## config.mk

```make
export PLATFORM = sky130hd
export DESIGN_NAME = alu_exec_sequencer_flat
export DESIGN_NICKNAME = d
export VERILOG_FILES = /design/src/rtl/alu_exec_sequencer_if.sv /design/src/rtl/alu_exec_sequencer.sv /design/src/flat_wrapper.sv
export SDC_FILE = /design/constraint.sdc
export NUM_CORES = 1
export LEC_CHECK = 0
export CORE_UTILIZATION = 25
export DETAILED_ROUTE_END_ITERATION = 16
export SLEW_MARGIN = 20
export SYNTH_ARGS = -nofsm -noshare
export SYNTH_HDL_FRONTEND = slang
export SYNTH_SLANG_ARGS = --single-unit
```

## constraint.sdc

```tcl
create_clock -name clk -period 1.9 [get_ports clk]
set_clock_uncertainty 0.2 [all_clocks]
set_input_delay 0.19 -clock clk [delete_from_list [all_inputs] [get_ports clk]]
set_output_delay 0.19 -clock clk [all_outputs]
set_load 0.005 [all_outputs]
```

## src/rtl/alu_exec_sequencer_if.sv

```systemverilog
// ----------------------------------------------------------------------------
// alu_exec_sequencer_if: decode/ALU/writeback bundle of the execute sequencer.
// Rev 1.0
// ----------------------------------------------------------------------------
`default_nettype none

interface alu_exec_sequencer_if #(
  parameter int WIDTH = 32
);
  logic             in_valid;
  logic             in_ready;
  logic [6:0]       in_opcode;
  logic [2:0]       in_func3;
  logic             in_ir30;
  logic [WIDTH-1:0] in_rs1;
  logic [WIDTH-1:0] in_rs2;
  logic [WIDTH-1:0] in_imm;
  logic [WIDTH-1:0] in_pc;
  logic [4:0]       in_rd;
  logic [WIDTH-1:0] alu_a;
  logic [WIDTH-1:0] alu_b;
  logic [3:0]       alu_op;
  logic [WIDTH-1:0] alu_result;
  logic             alu_zero;
  logic             out_valid;
  logic             out_ready;
  logic [WIDTH-1:0] out_result;
  logic [4:0]       out_rd;
  logic             out_we;
  logic             out_branch_taken;
  logic [WIDTH-1:0] out_target;
  logic             out_illegal;
  logic             busy;

  modport slave (
    input  in_valid, in_opcode, in_func3, in_ir30, in_rs1, in_rs2, in_imm, in_pc, in_rd,
    input  alu_result, alu_zero, out_ready,
    output in_ready, alu_a, alu_b, alu_op,
    output out_valid, out_result, out_rd, out_we, out_branch_taken, out_target, out_illegal, busy
  );

  modport master (
    output in_valid, in_opcode, in_func3, in_ir30, in_rs1, in_rs2, in_imm, in_pc, in_rd,
    output alu_result, alu_zero, out_ready,
    input  in_ready, alu_a, alu_b, alu_op,
    input  out_valid, out_result, out_rd, out_we, out_branch_taken, out_target, out_illegal, busy
  );
endinterface

`default_nettype wire

```

## src/rtl/alu_exec_sequencer.sv

```systemverilog
// ----------------------------------------------------------------------------
// alu_exec_sequencer: multi-cycle execute controller driving a shared ALU.
// Rev 1.0
// ----------------------------------------------------------------------------
`default_nettype none

module alu_exec_sequencer #(
  parameter int WIDTH = 32
) (
  input  logic                 clk,
  input  logic                 rst_n,
  alu_exec_sequencer_if.slave  bus
);

  localparam logic [3:0] ALU_ADD  = 4'b0000;
  localparam logic [3:0] ALU_SUB  = 4'b0001;
  localparam logic [3:0] ALU_AND  = 4'b0010;
  localparam logic [3:0] ALU_OR   = 4'b0011;
  localparam logic [3:0] ALU_XOR  = 4'b0100;
  localparam logic [3:0] ALU_SLL  = 4'b0101;
  localparam logic [3:0] ALU_SRL  = 4'b0110;
  localparam logic [3:0] ALU_SRA  = 4'b0111;
  localparam logic [3:0] ALU_SLT  = 4'b1000;
  localparam logic [3:0] ALU_SLTU = 4'b1001;

  localparam logic [6:0] OPC_R      = 7'b0110011;
  localparam logic [6:0] OPC_I      = 7'b0010011;
  localparam logic [6:0] OPC_LUI    = 7'b0110111;
  localparam logic [6:0] OPC_AUIPC  = 7'b0010111;
  localparam logic [6:0] OPC_BRANCH = 7'b1100011;

  typedef enum logic [1:0] {
    S_IDLE = 2'd0,
    S_EXEC = 2'd1,
    S_TGT  = 2'd2,
    S_RESP = 2'd3
  } state_t;

  state_t           state_q, state_d;
  logic             alive_q;
  logic [3:0]       op_q, op_d;
  logic [WIDTH-1:0] a_q, a_d, b_q, b_d, pc_q, pc_d, imm_q, imm_d;
  logic             branch_q, branch_d, br_zero_q, br_zero_d, br_inv_q, br_inv_d;
  logic [WIDTH-1:0] out_result_q, out_result_d, out_target_q, out_target_d;
  logic             out_taken_q, out_taken_d, out_we_q, out_we_d, out_illegal_q, out_illegal_d;
  logic [4:0]       out_rd_q, out_rd_d;

  logic [3:0]       dec_op;
  logic [WIDTH-1:0] dec_a, dec_b;
  logic             dec_illegal, dec_branch, dec_wb;
  logic             cond;
  logic [WIDTH-1:0] alu_a, alu_b;
  logic [3:0]       alu_op;

  always_comb begin
    dec_op      = ALU_ADD;
    dec_a       = bus.in_rs1;
    dec_b       = bus.in_rs2;
    dec_illegal = 1'b0;
    dec_branch  = 1'b0;
    dec_wb      = 1'b0;
    case (bus.in_opcode)
      OPC_R, OPC_I: begin
        dec_wb = 1'b1;
        if (bus.in_opcode == OPC_I) dec_b = bus.in_imm;
        // ir30 selects SUB only for register ADD; ADDI has no SUB form
        case (bus.in_func3)
          3'b000:  dec_op = (bus.in_ir30 && bus.in_opcode == OPC_R) ? ALU_SUB : ALU_ADD;
          3'b001:  dec_op = ALU_SLL;
          3'b010:  dec_op = ALU_SLT;
          3'b011:  dec_op = ALU_SLTU;
          3'b100:  dec_op = ALU_XOR;
          3'b101:  dec_op = bus.in_ir30 ? ALU_SRA : ALU_SRL;
          3'b110:  dec_op = ALU_OR;
          default: dec_op = ALU_AND;
        endcase
      end
      OPC_LUI: begin
        dec_wb = 1'b1;
        dec_a  = '0;
        dec_b  = bus.in_imm;
      end
      OPC_AUIPC: begin
        dec_wb = 1'b1;
        dec_a  = bus.in_pc;
        dec_b  = bus.in_imm;
      end
      OPC_BRANCH: begin
        dec_branch = 1'b1;
        case (bus.in_func3[2:1])
          2'b00:   dec_op = ALU_SUB;
          2'b01:   dec_illegal = 1'b1;
          2'b10:   dec_op = ALU_SLT;
          default: dec_op = ALU_SLTU;
        endcase
      end
      default: dec_illegal = 1'b1;
    endcase
  end

  // Equality branches test alu_zero, ordered ones test the set-less-than bit;
  // func3[0] inverts the sense (BNE/BGE/BGEU).
  assign cond = br_zero_q ? bus.alu_zero : bus.alu_result[0];

  always_comb begin
    state_d       = state_q;
    op_d          = op_q;
    a_d           = a_q;
    b_d           = b_q;
    pc_d          = pc_q;
    imm_d         = imm_q;
    branch_d      = branch_q;
    br_zero_d     = br_zero_q;
    br_inv_d      = br_inv_q;
    out_result_d  = out_result_q;
    out_target_d  = out_target_q;
    out_taken_d   = out_taken_q;
    out_we_d      = out_we_q;
    out_illegal_d = out_illegal_q;
    out_rd_d      = out_rd_q;
    alu_a         = '0;
    alu_b         = '0;
    alu_op        = 4'b0000;
    case (state_q)
      S_IDLE: begin
        if (bus.in_valid && alive_q) begin
          op_d          = dec_op;
          a_d           = dec_a;
          b_d           = dec_b;
          pc_d          = bus.in_pc;
          imm_d         = bus.in_imm;
          branch_d      = dec_branch;
          br_zero_d     = ~bus.in_func3[2];
          br_inv_d      = bus.in_func3[0];
          out_result_d  = '0;
          out_target_d  = '0;
          out_taken_d   = 1'b0;
          out_rd_d      = bus.in_rd;
          out_illegal_d = dec_illegal;
          out_we_d      = dec_wb && (bus.in_rd != 5'd0);
          state_d       = dec_illegal ? S_RESP : S_EXEC;
        end
      end
      S_EXEC: begin
        alu_a  = a_q;
        alu_b  = b_q;
        alu_op = op_q;
        if (branch_q) begin
          out_taken_d = cond ^ br_inv_q;
          state_d     = S_TGT;
        end else begin
          out_result_d = bus.alu_result;
          state_d      = S_RESP;
        end
      end
      S_TGT: begin
        alu_a        = pc_q;
        alu_b        = imm_q;
        alu_op       = ALU_ADD;
        out_target_d = bus.alu_result;
        state_d      = S_RESP;
      end
      default: begin
        if (bus.out_ready) state_d = S_IDLE;
      end
    endcase
  end

  always_ff @(posedge clk or negedge rst_n) begin
    if (!rst_n) begin
      state_q       <= S_IDLE;
      alive_q       <= 1'b0;
      op_q          <= 4'b0000;
      a_q           <= '0;
      b_q           <= '0;
      pc_q          <= '0;
      imm_q         <= '0;
      branch_q      <= 1'b0;
      br_zero_q     <= 1'b0;
      br_inv_q      <= 1'b0;
      out_result_q  <= '0;
      out_target_q  <= '0;
      out_taken_q   <= 1'b0;
      out_we_q      <= 1'b0;
      out_illegal_q <= 1'b0;
      out_rd_q      <= 5'd0;
    end else begin
      state_q       <= state_d;
      alive_q       <= 1'b1;
      op_q          <= op_d;
      a_q           <= a_d;
      b_q           <= b_d;
      pc_q          <= pc_d;
      imm_q         <= imm_d;
      branch_q      <= branch_d;
      br_zero_q     <= br_zero_d;
      br_inv_q      <= br_inv_d;
      out_result_q  <= out_result_d;
      out_target_q  <= out_target_d;
      out_taken_q   <= out_taken_d;
      out_we_q      <= out_we_d;
      out_illegal_q <= out_illegal_d;
      out_rd_q      <= out_rd_d;
    end
  end

  assign bus.in_ready         = alive_q && (state_q == S_IDLE);
  assign bus.busy             = (state_q != S_IDLE);
  assign bus.out_valid        = (state_q == S_RESP);
  assign bus.out_result       = out_result_q;
  assign bus.out_target       = out_target_q;
  assign bus.out_branch_taken = out_taken_q;
  assign bus.out_we           = out_we_q;
  assign bus.out_illegal      = out_illegal_q;
  assign bus.out_rd           = out_rd_q;
  assign bus.alu_a            = alu_a;
  assign bus.alu_b            = alu_b;
  assign bus.alu_op           = alu_op;

endmodule

`default_nettype wire

```

## src/flat_wrapper.sv

```systemverilog
// flat-port wrapper written by rule: the top's interface ports become plain ports
module alu_exec_sequencer_flat 
#(
  parameter int WIDTH = 32
)
  (clk, rst_n, bus_in_valid, bus_in_opcode, bus_in_func3, bus_in_ir30, bus_in_rs1, bus_in_rs2, bus_in_imm, bus_in_pc, bus_in_rd, bus_alu_result, bus_alu_zero, bus_out_ready, bus_in_ready, bus_alu_a, bus_alu_b, bus_alu_op, bus_out_valid, bus_out_result, bus_out_rd, bus_out_we, bus_out_branch_taken, bus_out_target, bus_out_illegal, bus_busy);
  alu_exec_sequencer_if #(.WIDTH(WIDTH)) bus_i ();
  input  logic clk;
  input  logic rst_n;
  input wire logic [$bits(bus_i.in_valid)-1:0] bus_in_valid;
  input wire logic [$bits(bus_i.in_opcode)-1:0] bus_in_opcode;
  input wire logic [$bits(bus_i.in_func3)-1:0] bus_in_func3;
  input wire logic [$bits(bus_i.in_ir30)-1:0] bus_in_ir30;
  input wire logic [$bits(bus_i.in_rs1)-1:0] bus_in_rs1;
  input wire logic [$bits(bus_i.in_rs2)-1:0] bus_in_rs2;
  input wire logic [$bits(bus_i.in_imm)-1:0] bus_in_imm;
  input wire logic [$bits(bus_i.in_pc)-1:0] bus_in_pc;
  input wire logic [$bits(bus_i.in_rd)-1:0] bus_in_rd;
  input wire logic [$bits(bus_i.alu_result)-1:0] bus_alu_result;
  input wire logic [$bits(bus_i.alu_zero)-1:0] bus_alu_zero;
  input wire logic [$bits(bus_i.out_ready)-1:0] bus_out_ready;
  output wire logic [$bits(bus_i.in_ready)-1:0] bus_in_ready;
  output wire logic [$bits(bus_i.alu_a)-1:0] bus_alu_a;
  output wire logic [$bits(bus_i.alu_b)-1:0] bus_alu_b;
  output wire logic [$bits(bus_i.alu_op)-1:0] bus_alu_op;
  output wire logic [$bits(bus_i.out_valid)-1:0] bus_out_valid;
  output wire logic [$bits(bus_i.out_result)-1:0] bus_out_result;
  output wire logic [$bits(bus_i.out_rd)-1:0] bus_out_rd;
  output wire logic [$bits(bus_i.out_we)-1:0] bus_out_we;
  output wire logic [$bits(bus_i.out_branch_taken)-1:0] bus_out_branch_taken;
  output wire logic [$bits(bus_i.out_target)-1:0] bus_out_target;
  output wire logic [$bits(bus_i.out_illegal)-1:0] bus_out_illegal;
  output wire logic [$bits(bus_i.busy)-1:0] bus_busy;
  assign bus_i.in_valid = bus_in_valid;
  assign bus_i.in_opcode = bus_in_opcode;
  assign bus_i.in_func3 = bus_in_func3;
  assign bus_i.in_ir30 = bus_in_ir30;
  assign bus_i.in_rs1 = bus_in_rs1;
  assign bus_i.in_rs2 = bus_in_rs2;
  assign bus_i.in_imm = bus_in_imm;
  assign bus_i.in_pc = bus_in_pc;
  assign bus_i.in_rd = bus_in_rd;
  assign bus_i.alu_result = bus_alu_result;
  assign bus_i.alu_zero = bus_alu_zero;
  assign bus_i.out_ready = bus_out_ready;
  assign bus_in_ready = bus_i.in_ready;
  assign bus_alu_a = bus_i.alu_a;
  assign bus_alu_b = bus_i.alu_b;
  assign bus_alu_op = bus_i.alu_op;
  assign bus_out_valid = bus_i.out_valid;
  assign bus_out_result = bus_i.out_result;
  assign bus_out_rd = bus_i.out_rd;
  assign bus_out_we = bus_i.out_we;
  assign bus_out_branch_taken = bus_i.out_branch_taken;
  assign bus_out_target = bus_i.out_target;
  assign bus_out_illegal = bus_i.out_illegal;
  assign bus_busy = bus_i.busy;
  alu_exec_sequencer #(.WIDTH(WIDTH)) u_core (.clk(clk), .rst_n(rst_n), .bus(bus_i));
endmodule
```

==> impl_results.md, run 1 <==
- Worst path max stage delay: 0.42 ns
- Crit share post-route: 130%
- Cells after DPL: 1768
- CTS tree: done
- Placed Area: 13800 µm²
- Layout Cells excl Fill: 1975
- Sequential share of the synthesized area: 55.6%
- Worst path slowest cell: dfrtp_1
- R2R depth: 12
- Vias per cell: 5.01
- Worst hold margin: 0.0520 ns
- Ports: 324
- Largest delay share family, worst path: buffers and inverters
- Post-synth EDFFs: 0
- Pwr dens: 1600 nW/µm²
- Critical path startpoint category: register
- Core Region: 37000 µm²
- Reg2Reg Capture Point: u_core.bus.out_result[19]$_DFFE_PN0P_
- Final GP Congestion: 0.774
- Crit-path max FO: 6
- Inserted Clock Buffers: 24
- Gate Count Post-Synth: 943
- Layout cells sized above 1: 44.2%
- CP Capture Type: output port
- Synth Register Bits: 210
- Critical Path Sink: bus_alu_a[31]
- Comb pwr share: 57.8%
- Total track usage: 20.2%
- Die area: 38600 µm²
- Status: finished, violations left
- P_int: 19.1 mW
- Port Buffers: 323
- Hold Fails Final Rpt: 0
- DR iter-0 viols: 489
- WP depth: 9
- Root Buffer: clkbuf_16
- Post-route minimum period: 2.48 ns
- CP Cell Sequence: buf_6 > inv_6 > ha_4 > buf_6 > buf_8 > buf_16 > a22oi_2 > nor2b_1 > buf_2
- Clock insertion delay at the later pin of the skew report: 0.53 ns
- Sequential power share: 26.6%
- Lkg Pwr: 8.53 nW
- Final TNS setup: -106.46 ns
- # clock sinks: 210
- Total power: 29.8 mW
- GR Overflow Total: 0
- Pin count of the biggest net entering global routing: 60
- Vias in the first global route: 9866
- Worst reg2reg startpoint: u_core.state_q[1]$_DFFE_PN0P_
- Max Freq: 404 MHz
- Reg clk slew, reported paths: 0.06 ns
- Row count: 70
- WP buf/inv: 6
- Initial antenna violation count: 0
- Vias: 9903
- Pins Over Slew Limit: 0
- Final Net Count: 1642
- Starting Density: 25.6%
- Crit path DAT: 2.09 ns
- Peak VDD IR: 718 µV
- CP dominant cell by count: buf_6
- RSZ-0062 raised after global routing: true
- WS Path Type: reg2out
- CTS Buffer Depth: 3
- Net Switching: 10.7 mW
- Post-synthesis cell area: 9460 µm²
- Synth warn: 0
- Top FF cell, synth: dfrtp_1
- Area Overhead vs Synth: 97.0%
- First-pass GRT wire length: 59.7 mm
- HP Class: in2reg
- Max Cap Viol: 0
- Final setup viols: 279
- Mean Syn Cell Area: 10.0 µm²
- Syn_nets: 1132
- Routed WL: 44.2 mm
- Final HPWL DP: 22.1 mm
- Clock power frac: 15.5%
- Post-layout util: 50.4%
- Die Ht: 197 µm
- Switching Fraction: 36.0%
- Synth cell types: 47
- Asr flop ratio synth: 100%
- Reg2Reg Setup Slack: -0.48 ns
- Pre-CTS setup slack: -0.699 ns
- Post-route design area: 18600 µm²
- DR pass1 iterations: 5
- Die width: 197 µm
- Critical Path RT: 1.51 ns
- DRC: 0
- Failing checks: negative setup slack
- H-tree Lvls: 1
- Detailed-route wire length per cell: 22.4 µm
- Setup ws final: -0.577 ns
- ANT nets after route: 0
- Critical path origin: u_core.state_q[1]$_DFFE_PN0P_
==> tightest hold or removal path, stage by stage <==
cell	delay [ns]
clkdlybuf4s50_1	0.44
nand2_2	0.07
nand2_1	0.04
==> power by group through the flow <==
stage	clock network, mW	registers [mW]	logic, mW
6_report	4.63	7.94	17.2
5_1_grt	4.90	8.14	18.2
4_1_cts	4.68	7.75	15.0
3_5_place_dp	0	7.58	10.3
3_3_place_gp	0	7.51	10.2
2_1_floorplan	0	7.41	4.98
==> cell families after synthesis <==
| group | count (synthesis) | synth area share [%] |
|---|---|---|
| compound gates | 219 | 19.1 |
| xor+xnor | 1 | 0.0926 |
| fa+ha+maj | 8 | 1.06 |
| buf+inv | 84 | 4.50 |
| flops | 210 | 55.6 |
| mux | 1 | 0.106 |
| other cells | 1 | 0.0396 |
| simple gates | 419 | 19.6 |
==> metal layers <==
layer	share of wire, %	track usage [%]	up-vias
li1	-	-	4359
met5	0	0	-
met2	47	32.6	439
met1	43	27.5	5024
met4	2.9	5.47	0
met3	7.1	3.87	81
==> cell usage in the layout, fill, tap and decap left out, types with 3 or more instances in the layout <==
cell type,Yosys,routed
nor2_1,41,24
a22o_1,63,63
clkdlybuf4s50_1,0,250
nor2_4,0,3
buf_12,0,55
clkbuf_8,0,5
ha_1,8,4
and2_4,0,5
buf_2,28,63
nand2_1,258,111
nand2_4,0,80
buf_6,7,78
a22oi_2,0,64
clkbuf_1,20,5
nor2b_4,0,22
buf_4,6,53
buf_16,0,27
nor2_2,0,14
inv_6,0,3
nand3_2,1,11
o21ai_0,10,3
ha_4,0,4
o21ai_1,0,4
clkbuf_16,0,39
o21ai_2,0,3
dfrtp_1,210,210
nor2b_1,67,33
inv_1,7,4
clkinv_2,0,6
o211ai_1,32,32
nand3_1,32,21
buf_8,0,15
a21oi_1,5,3
nand2_2,0,67
nor2b_2,0,12
a221o_1,32,32
==> synth_stat cells, drive strengths merged, types with 2 or more instances <==
master | instances | area [µm²]
a22oi | 64 | 480
nand2b | 2 | 12.5
a221o | 32 | 320
nor2b | 67 | 419
inv | 7 | 26.3
nand3 | 33 | 170
ha | 8 | 100
and2 | 6 | 37.5
o211ai | 33 | 253
clkbuf | 20 | 75.1
nand2 | 258 | 968
nor3 | 2 | 10.0
a21oi | 6 | 33.8
o21ai | 10 | 50.1
nor2 | 41 | 154
buf | 57 | 324
and3b | 2 | 17.5
dfrtp | 210 | 5260
a22o | 63 | 552
==> worst min-delay path by stage <==
| stage | depth (start not counted) | end | slack [ns] | from |
|---|---|---|---|---|
| floorplan | 0 | u_core.a_q[0]$_DFFE_PN0P_ | -0.31 | rst_n |
| global placement | 1 | u_core.bus.out_result[3]$_DFFE_PN0P_ | -0.06 | rst_n |
| detailed placement | 1 | u_core.bus.out_result[3]$_DFFE_PN0P_ | -0.07 | rst_n |
| CTS | 3 | u_core.pc_q[18]$_DFFE_PN0P_ | 0.0004 | bus_in_pc[18] |
| global route | 3 | u_core.bus.out_rd[4]$_DFFE_PN0P_ | 0.04 | bus_in_rd[4] |
| finish | 3 | u_core.bus.out_rd[1]$_DFFE_PN0P_ | 0.05 | bus_in_rd[1] |
==> timing repair <==
| action | CTS | global route |
|---|---|---|
| pin swaps | 126 | 136 |
| resized for setup | 628 | 262 |
| hold endpoints to repair | 210 | 0 |
| buffers inserted | 86 | 44 |
| setup endpoints to repair | 253 | 280 |
| hold buffers | 2 | 0 |
| gates cloned | 40 | 21 |
==> layout make-up <==
cell class	count	area, µm²
Fill cell	3258	18300
Timing Repair Buffer	559	6560
Multi-Input combinational cell	651	5370
Sequential cell	210	5260
Clock buffer	34	699
Tap cell	504	631
Clock inverter	8	68.8
Inverter	7	38.8
Antenna cell	2	5.00
==> flip-flops by register name, indices dropped and copies added, names as in the netlist <==
name	cells
u_core.bus.out_branch_taken	1
u_core.branch_q	1
u_core.br_zero_q	1
u_core.a_q	32
u_core.bus.out_illegal	1
u_core.bus.out_we	1
u_core.pc_q	32
u_core.state_q	2
u_core.bus.out_result	32
u_core.alive_q	1
u_core.imm_q	32
u_core.bus.out_target	32
u_core.br_inv_q	1
u_core.op_q	4
u_core.b_q	32
u_core.bus.out_rd	5
Power figures use the tool's default switching activity.
==> run 2: changes to the inputs <==
SLEW_MARGIN = 30   (was 20)
==> impl_results.md, run 2 (synthesis results as in run 1) <==
- Hold wc startpoint: bus_in_imm[9]
- Row count: 70 (unchanged)
- GR Overflow Total: 0 (unchanged)
- Pwr dens: 1610 nW/µm² (+0.72%)
- Routed WL: 41.9 mm (-5.3%)
- Crit share post-route: 129% (-1.5 points)
- DR pass1 iterations: 5 (unchanged)
- Post-layout util: 49.0% (-1.4 points)
- DRC: 0 (unchanged)
- CTS tree: done
- Most common cell after layout, fill and taps aside: clkdlybuf4s50_1
- ANT nets after route: 0 (unchanged)
- Most frequent cells in the layout: 250 x clkdlybuf4s50_1, 210 x dfrtp_1, 131 x nand2_1
- HP Class: in2reg
- Placed Area: 13800 µm² (+0.20%)
- Final Net Count: 1620 (-1.3%)
- Total power: 29.2 mW (-2.0%)
- Failing checks: negative setup slack
- RSZ-0062 raised after global routing: true
- # clock sinks: 210 (unchanged)
- Ports: 324 (unchanged)
- Crit-path max FO: 5 (-1)
- WS Path Type: reg2out
- R2R depth: 10 (-2)
- Reg2Reg Capture Point: u_core.bus.out_result[24]$_DFFE_PN0P_
- First-pass GRT wire length: 60.0 mm (+0.57%)
- Pre-CTS setup slack: -0.512 ns (+0.187 ns)
- CP dominant cell by count: buf_12
- Die width: 197 µm (unchanged)
- CP Capture Type: output port
- Worst path max stage delay: 0.40 ns (-0.02 ns)
- Cells after DPL: 1769 (+0.057%)
- Vias in the first global route: 9849 (-0.17%)
- Area Overhead vs Synth: 91.6%
- Layout cells sized above 1: 42.6% (-1.7 points)
- Lkg Pwr: 8.25 nW (-3.3%)
- Worst path slowest cell: dfrtp_1
- Setup ws final: -0.548 ns (+0.0286 ns)
- Clock insertion delay at the later pin of the skew report: 0.52 ns (about the same)
- Worst reg2reg startpoint: u_core.state_q[0]$_DFFE_PN0P_
- Max Cap Viol: 0 (unchanged)
- CTS Buffer Depth: 3 (unchanged)
- Final setup viols: 276 (-1.1%)
- Reg2Reg Setup Slack: -0.40 ns (+0.08 ns)
- Critical path startpoint category: register
- Crit path DAT: 2.06 ns (-0.03 ns)
- Root Buffer: clkbuf_16
- Total track usage: 20.3% (+0.14 points)
- Starting Density: 25.6% (unchanged)
- Status: finished, violations left
- Peak VDD IR: 650 µV (-9.5%)
- Max Freq: 408 MHz (+1.2%)
- Initial antenna violation count: 2 (+2)
- Final GP Congestion: 0.774 (unchanged)
- Pin count of the biggest net entering global routing: 60 (unchanged)
- H-tree Lvls: 1 (unchanged)
- Vias per cell: 4.93 (-1.6%)
- Worst hold margin: 0.0486 ns (-0.00346 ns)
- Die Ht: 197 µm (unchanged)
- Post-route design area: 18100 µm² (-2.7%)
- Port Buffers: 323 (unchanged)
- Die area: 38600 µm² (unchanged)
- Final TNS setup: -77.65 ns (+28.81 ns)
- Antenna diode count: 0 (-2)
- Layout Cells excl Fill: 1951 (-1.2%)
- Critical Path RT: 1.51 ns (about the same)
- Core Region: 37000 µm² (unchanged)
- Reg clk slew, reported paths: 0.06 ns (about the same)
- DR iter-0 viols: 374 (-24%)
- Hold Fails Final Rpt: 0 (unchanged)
- Inserted Clock Buffers: 25 (+4.2%)
- Pins Over Slew Limit: 0 (unchanged)
- Hold depth: 3 (unchanged)
- Post-route minimum period: 2.45 ns (-0.0286 ns)
- CP Cell Sequence: buf_6 > ha_4 > buf_8 > buf_12 > buf_16 > buf_12 > a22oi_2 > nor2b_1 > buf_2
- Final HPWL DP: 22.2 mm (+0.76%)
- Hold Path End: u_core.imm_q[9]$_DFFE_PN0P_
- Vias: 9623 (-2.8%)
- Detailed-route wire length per cell: 21.5 µm (-4.2%)
==> run 2: critical path: cells and delay by family, from the launching register on <==
family	cells	cell delay, ns
adders and majority gates	1	0.17
DFF	1	0.40
AOI/OAI and AO/OA	1	0.12
and+or+nand+nor	1	0.07
buffers and inverters	6	0.77
==> run 2: where the power goes <==
group | switching (mW) | total (mW) | leakage [nW] | internal (mW)
Sequential | 1.37 | 7.84 | 2.64 | 6.47
Clock | 1.90 | 5.04 | 0.409 | 3.14
Combinational | 6.93 | 16.3 | 5.19 | 9.40
==> run 2: layer usage <==
layer  up-vias  share of wire [%]  GRT usage [%]  wire, µm
met5         -              0.043              0        18
met4         4                2.8           5.90      1180
met3        83                7.3           4.35      3040
met2       416                 47           33.2     19700
met1      4814                 43           27.0     17900
li1       4306                  -              -         -
==> run 2: worst max path at each step <==
stage | from | endpoint | slack [ns] | depth (start not counted)
floorplan | u_core.state_q[0]$_DFFE_PN0P_ | u_core.bus.out_target[10]$_DFFE_PN0P_ | 0.02 | 8
global placement | bus_in_opcode[3] | u_core.a_q[5]$_DFFE_PN0P_ | -0.64 | 6
detailed placement | bus_in_opcode[3] | u_core.a_q[0]$_DFFE_PN0P_ | -0.51 | 7
CTS | u_core.state_q[0]$_DFFE_PN0P_ | bus_alu_a[7] | -0.62 | 10
global route | u_core.state_q[0]$_DFFE_PN0P_ | bus_alu_b[3] | -0.64 | 9
finish | u_core.state_q[0]$_DFFE_PN0P_ | bus_alu_a[5] | -0.55 | 9
==> run 2: timing repair <==
item                                    CTS  global route
cloned                                   36            11
endpoints found under the setup margin  228           278
buffers inserted                         90            38
pin swaps                               118           110
hold buffers                              3             0
resized for setup                       613           250
endpoints found under the hold margin   211             0
==> run 2: cell type report <==
class / count / area (µm²)
fill: 3278 / 18800
timing repair buffer: 536 / 6070
multi-input combinational: 651 / 5280
sequential: 210 / 5260
clock buffer: 37 / 721
tap: 504 / 631
clock inverter: 6 / 135
inverter: 7 / 33.8
==> run 3: changes to the inputs <==
ABC_AREA = 1   (was unset)
==> impl_results.md, run 3 <==
- Vias per cell: 4.70 (-4.7%)
- Final GP Congestion: 0.841 (+8.7%)
- Max Cap Viol: 0 (unchanged)
- Post-synthesis cell area: 9570 µm² (+1.2%)
- First-pass GRT wire length: 56.4 mm (-6.0%)
- CP Capture Type: output port
- Routed WL: 43.7 mm (+4.3%)
- Critical Path RT: 1.51 ns (about the same)
- CTS Buffer Depth: 3 (unchanged)
- WS Path Type: reg2out
- Failing checks: negative setup slack
- Vias: 10109 (+5.1%)
- HP Class: in2reg
- H-tree Lvls: 1 (unchanged)
- Gate Count Post-Synth: 1161 (+23%)
- Asr flop ratio synth: 100% (unchanged)
- Crit share post-route: 129% (+0.57 points)
- CP Cell Sequence: inv_2 > buf_6 > ha_4 > inv_8 > buf_12 > buf_12 > buf_6 > a21oi_4 > buf_2
- Worst path max stage delay: 0.36 ns (-0.04 ns)
- Port Buffers: 323 (unchanged)
- Final Net Count: 1811 (+12%)
- Critical path startpoint category: register
- Clock insertion delay at the later pin of the skew report: 0.52 ns (about the same)
- Largest area contributor in the netlist: dfrtp_1
- Peak VDD IR: 669 µV (+2.9%)
- Total track usage: 18.8% (-1.6 points)
- Mean Syn Cell Area: 8.25 µm² (-18%)
- Switching Fraction: 39.1% (+4.2 points)
- Syn_nets: 1350 (+19%)
- Layout cells sized above 1: 36.0% (-6.6 points)
- RSZ-0062 raised after global routing: true
- Most frequent cells after synthesis: 526 x nand2_1, 210 x dfrtp_1, 87 x inv_1
- Pins Over Slew Limit: 0 (unchanged)
- Reg clk slew, reported paths: 0.06 ns (about the same)
- Lkg Pwr: 8.58 nW (+4.0%)
- Area Overhead vs Synth: 90.8%
- Most frequent cell after synthesis: nand2_1
- Crit path DAT: 2.07 ns (about the same)
- Detailed-route wire length per cell: 20.3 µm (-5.4%)
- # clock sinks: 210 (unchanged)
- Synth Register Bits: 210 (unchanged)
- Starting Density: 25.4% (-0.17 points)
- Status: finished, violations left
- ANT nets after route: 0 (unchanged)
- Top post-synthesis cells by area: dfrtp_1 55%, nand2_1 21%, o211ai_1 5.2%, o22ai_1 4.1%, inv_1 3.4%
- GR Overflow Total: 0 (unchanged)
- Core Region: 37700 µm² (+1.9%)
- Worst path slowest cell: dfrtp_1
- Setup ws final: -0.559 ns (-0.0108 ns)
- Ports: 324 (unchanged)
- Post-route minimum period: 2.46 ns (+0.0108 ns)
- Most frequent cells in the layout: 363 x nand2_1, 250 x clkdlybuf4s50_1, 210 x dfrtp_1
- Max Freq: 407 MHz (-0.44%)
- Final HPWL DP: 23.0 mm (+3.6%)
- Sequential share of the synthesized area: 54.9% (-0.68 points)
- Initial antenna violation count: 2 (unchanged)
- Root Buffer: clkbuf_16
- Net Switching: 11.7 mW (+14%)
- Comb pwr share: 58.0% (+2.1 points)
- Clock power frac: 15.8% (-1.5 points)
- Synth warn: 0 (unchanged)
- Die width: 198 µm (+0.61%)
- Most common cell after layout, fill and taps aside: nand2_1
- Post-layout util: 48.5% (-0.54 points)
- Row count: 71 (+1.4%)
- Die area: 39100 µm² (+1.2%)
- Hold Fails Final Rpt: 0 (unchanged)
- Top FF cell, synth: dfrtp_1
- Post-synth EDFFs: 0 (unchanged)
- Inserted Clock Buffers: 25 (unchanged)
- Cells after DPL: 1997 (+13%)
- Die Ht: 198 µm (+0.61%)
- Layout Cells excl Fill: 2151 (+10%)
- CTS tree: done
- DR pass1 iterations: 5 (unchanged)
- Pin count of the biggest net entering global routing: 55 (-8.3%)
- Sequential power share: 26.3% (-0.5 points)
- Crit-path max FO: 7 (+2)
- Vias in the first global route: 9959 (+1.1%)
- DRC: 0 (unchanged)
- Final setup viols: 255 (-7.6%)
- P_int: 18.2 mW (-4.3%)
- Filler cells: 3473 (+5.9%)
- DR iter-0 viols: 545 (+46%)
- Synth cell types: 31 (-34%)
- Top-area cell type share of the netlist area: 54.9% (-0.68 points)
- Pwr dens: 1630 nW/µm² (+1.4%)
## run 3: changes by cell type after synthesis, moves of 34 or more
cell / change
a21oi_1: +60
a22o_1: -62
a22oi_1: -64
inv_1: +80
nand2_1: +268
nor2b_1: -67
o211ai_1: +34
o22ai_1: +62
## run 3: power by group through the flow
stage	combinational [mW]	clock, mW	sequential (mW)
after floorplan	4.60	0	7.33
after global routing	18.4	5.03	8.03
after CTS	14.3	4.85	7.55
after global placement	10.1	0	7.46
after detailed placement	10.2	0	7.47
final	17.3	4.72	7.84
## run 3: cell type report
cell class / instances / area [µm²] / share of cell area (%)
timing repair buffer: 508 / 5920 / 32.4
multi-input combinational: 786 / 5270 / 28.9
sequential: 210 / 5260 / 28.8
clock buffer: 35 / 703 / 3.85
tap: 511 / 639 / 3.50
inverter: 91 / 379 / 2.08
clock inverter: 8 / 93.8 / 0.514
antenna: 2 / 5.00 / 0.0274
## run 3: metrics by stage
stage	total power [mW]	setup slack, ns	area, µm²	setup TNS [ns]	hold slack (ns)
2_1_floorplan	11.9	0.0965	9570	0	-0.306
3_3_place_gp	17.5	-0.315	14000	-23.50	-0.114
3_5_place_dp	17.6	-0.321	14000	-22.38	-0.105
6_report	29.9	-0.559	18300	-59.23	0.0380
4_1_cts	26.7	-0.559	16200	-38.27	0.00889
5_1_grt	31.4	-0.613	18300	-74.87	0.0369
## run 3: per-layer routing
metal	GRT usage [%]	vias to the layer above	share of wire (%)
met5	0	-	0
met4	6.52	0	3.4
met3	4.33	76	7.3
met2	31.2	416	49
met1	23.9	4940	40
li1	-	4677	-
## run 3: timing repair
action | 4_1_cts | 5_1_grt
hold buffers | 2 | 0
endpoints found under the hold margin | 210 | 0
setup buffers | 41 | 37
setup endpoints to repair | 181 | 203
pin swaps | 34 | 71
resized for setup | 467 | 359
gates cloned | 18 | 30
## run 3: logic make-up (layout without fill, tap and decap cells)
kind of cell,Yosys count,in the layout,share of synthesized area (%)
other,1,3,0.0392
buffers and inverters,165,642,7.23
adder cells (fa/ha/maj),8,8,1.05
flip-flops,210,210,54.9
AO/OA/AOI/OAI,215,215,14.1
XOR/XNOR,1,1,0.0915
AND/OR/NAND/NOR,561,561,22.6
## run 3: path summary, 6_finish.rpt
check,startpoint,endpoint,slack [ns],depth (start not counted)
max,u_core.state_q[1]$_DFFE_PN0P_,bus_alu_b[30],-0.56,9
min,bus_in_pc[10],u_core.pc_q[10]$_DFFE_PN0P_,0.04,3
max reg2reg,u_core.state_q[0]$_DFFE_PN0P_,u_core.bus.out_result[31]$_DFFE_PN0P_,-0.38,13
min reg2reg,u_core.imm_q[24]$_DFFE_PN0P_,u_core.imm_q[24]$_DFFE_PN0P_,0.27,2
max in group asynchronous,rst_n,u_core.pc_q[18]$_DFFE_PN0P_,1.05,3
min in group asynchronous,rst_n,u_core.bus.out_result[24]$_DFFE_PN0P_,0.08,3
## run 3: worst max-delay path, delay by kind of cell (launching register included)
| kind | cells | cell delay, ns |
|---|---|---|
| compound gates | 1 | 0.12 |
| fa+ha+maj | 1 | 0.28 |
| buf+inv | 7 | 0.78 |
| flops | 1 | 0.36 |
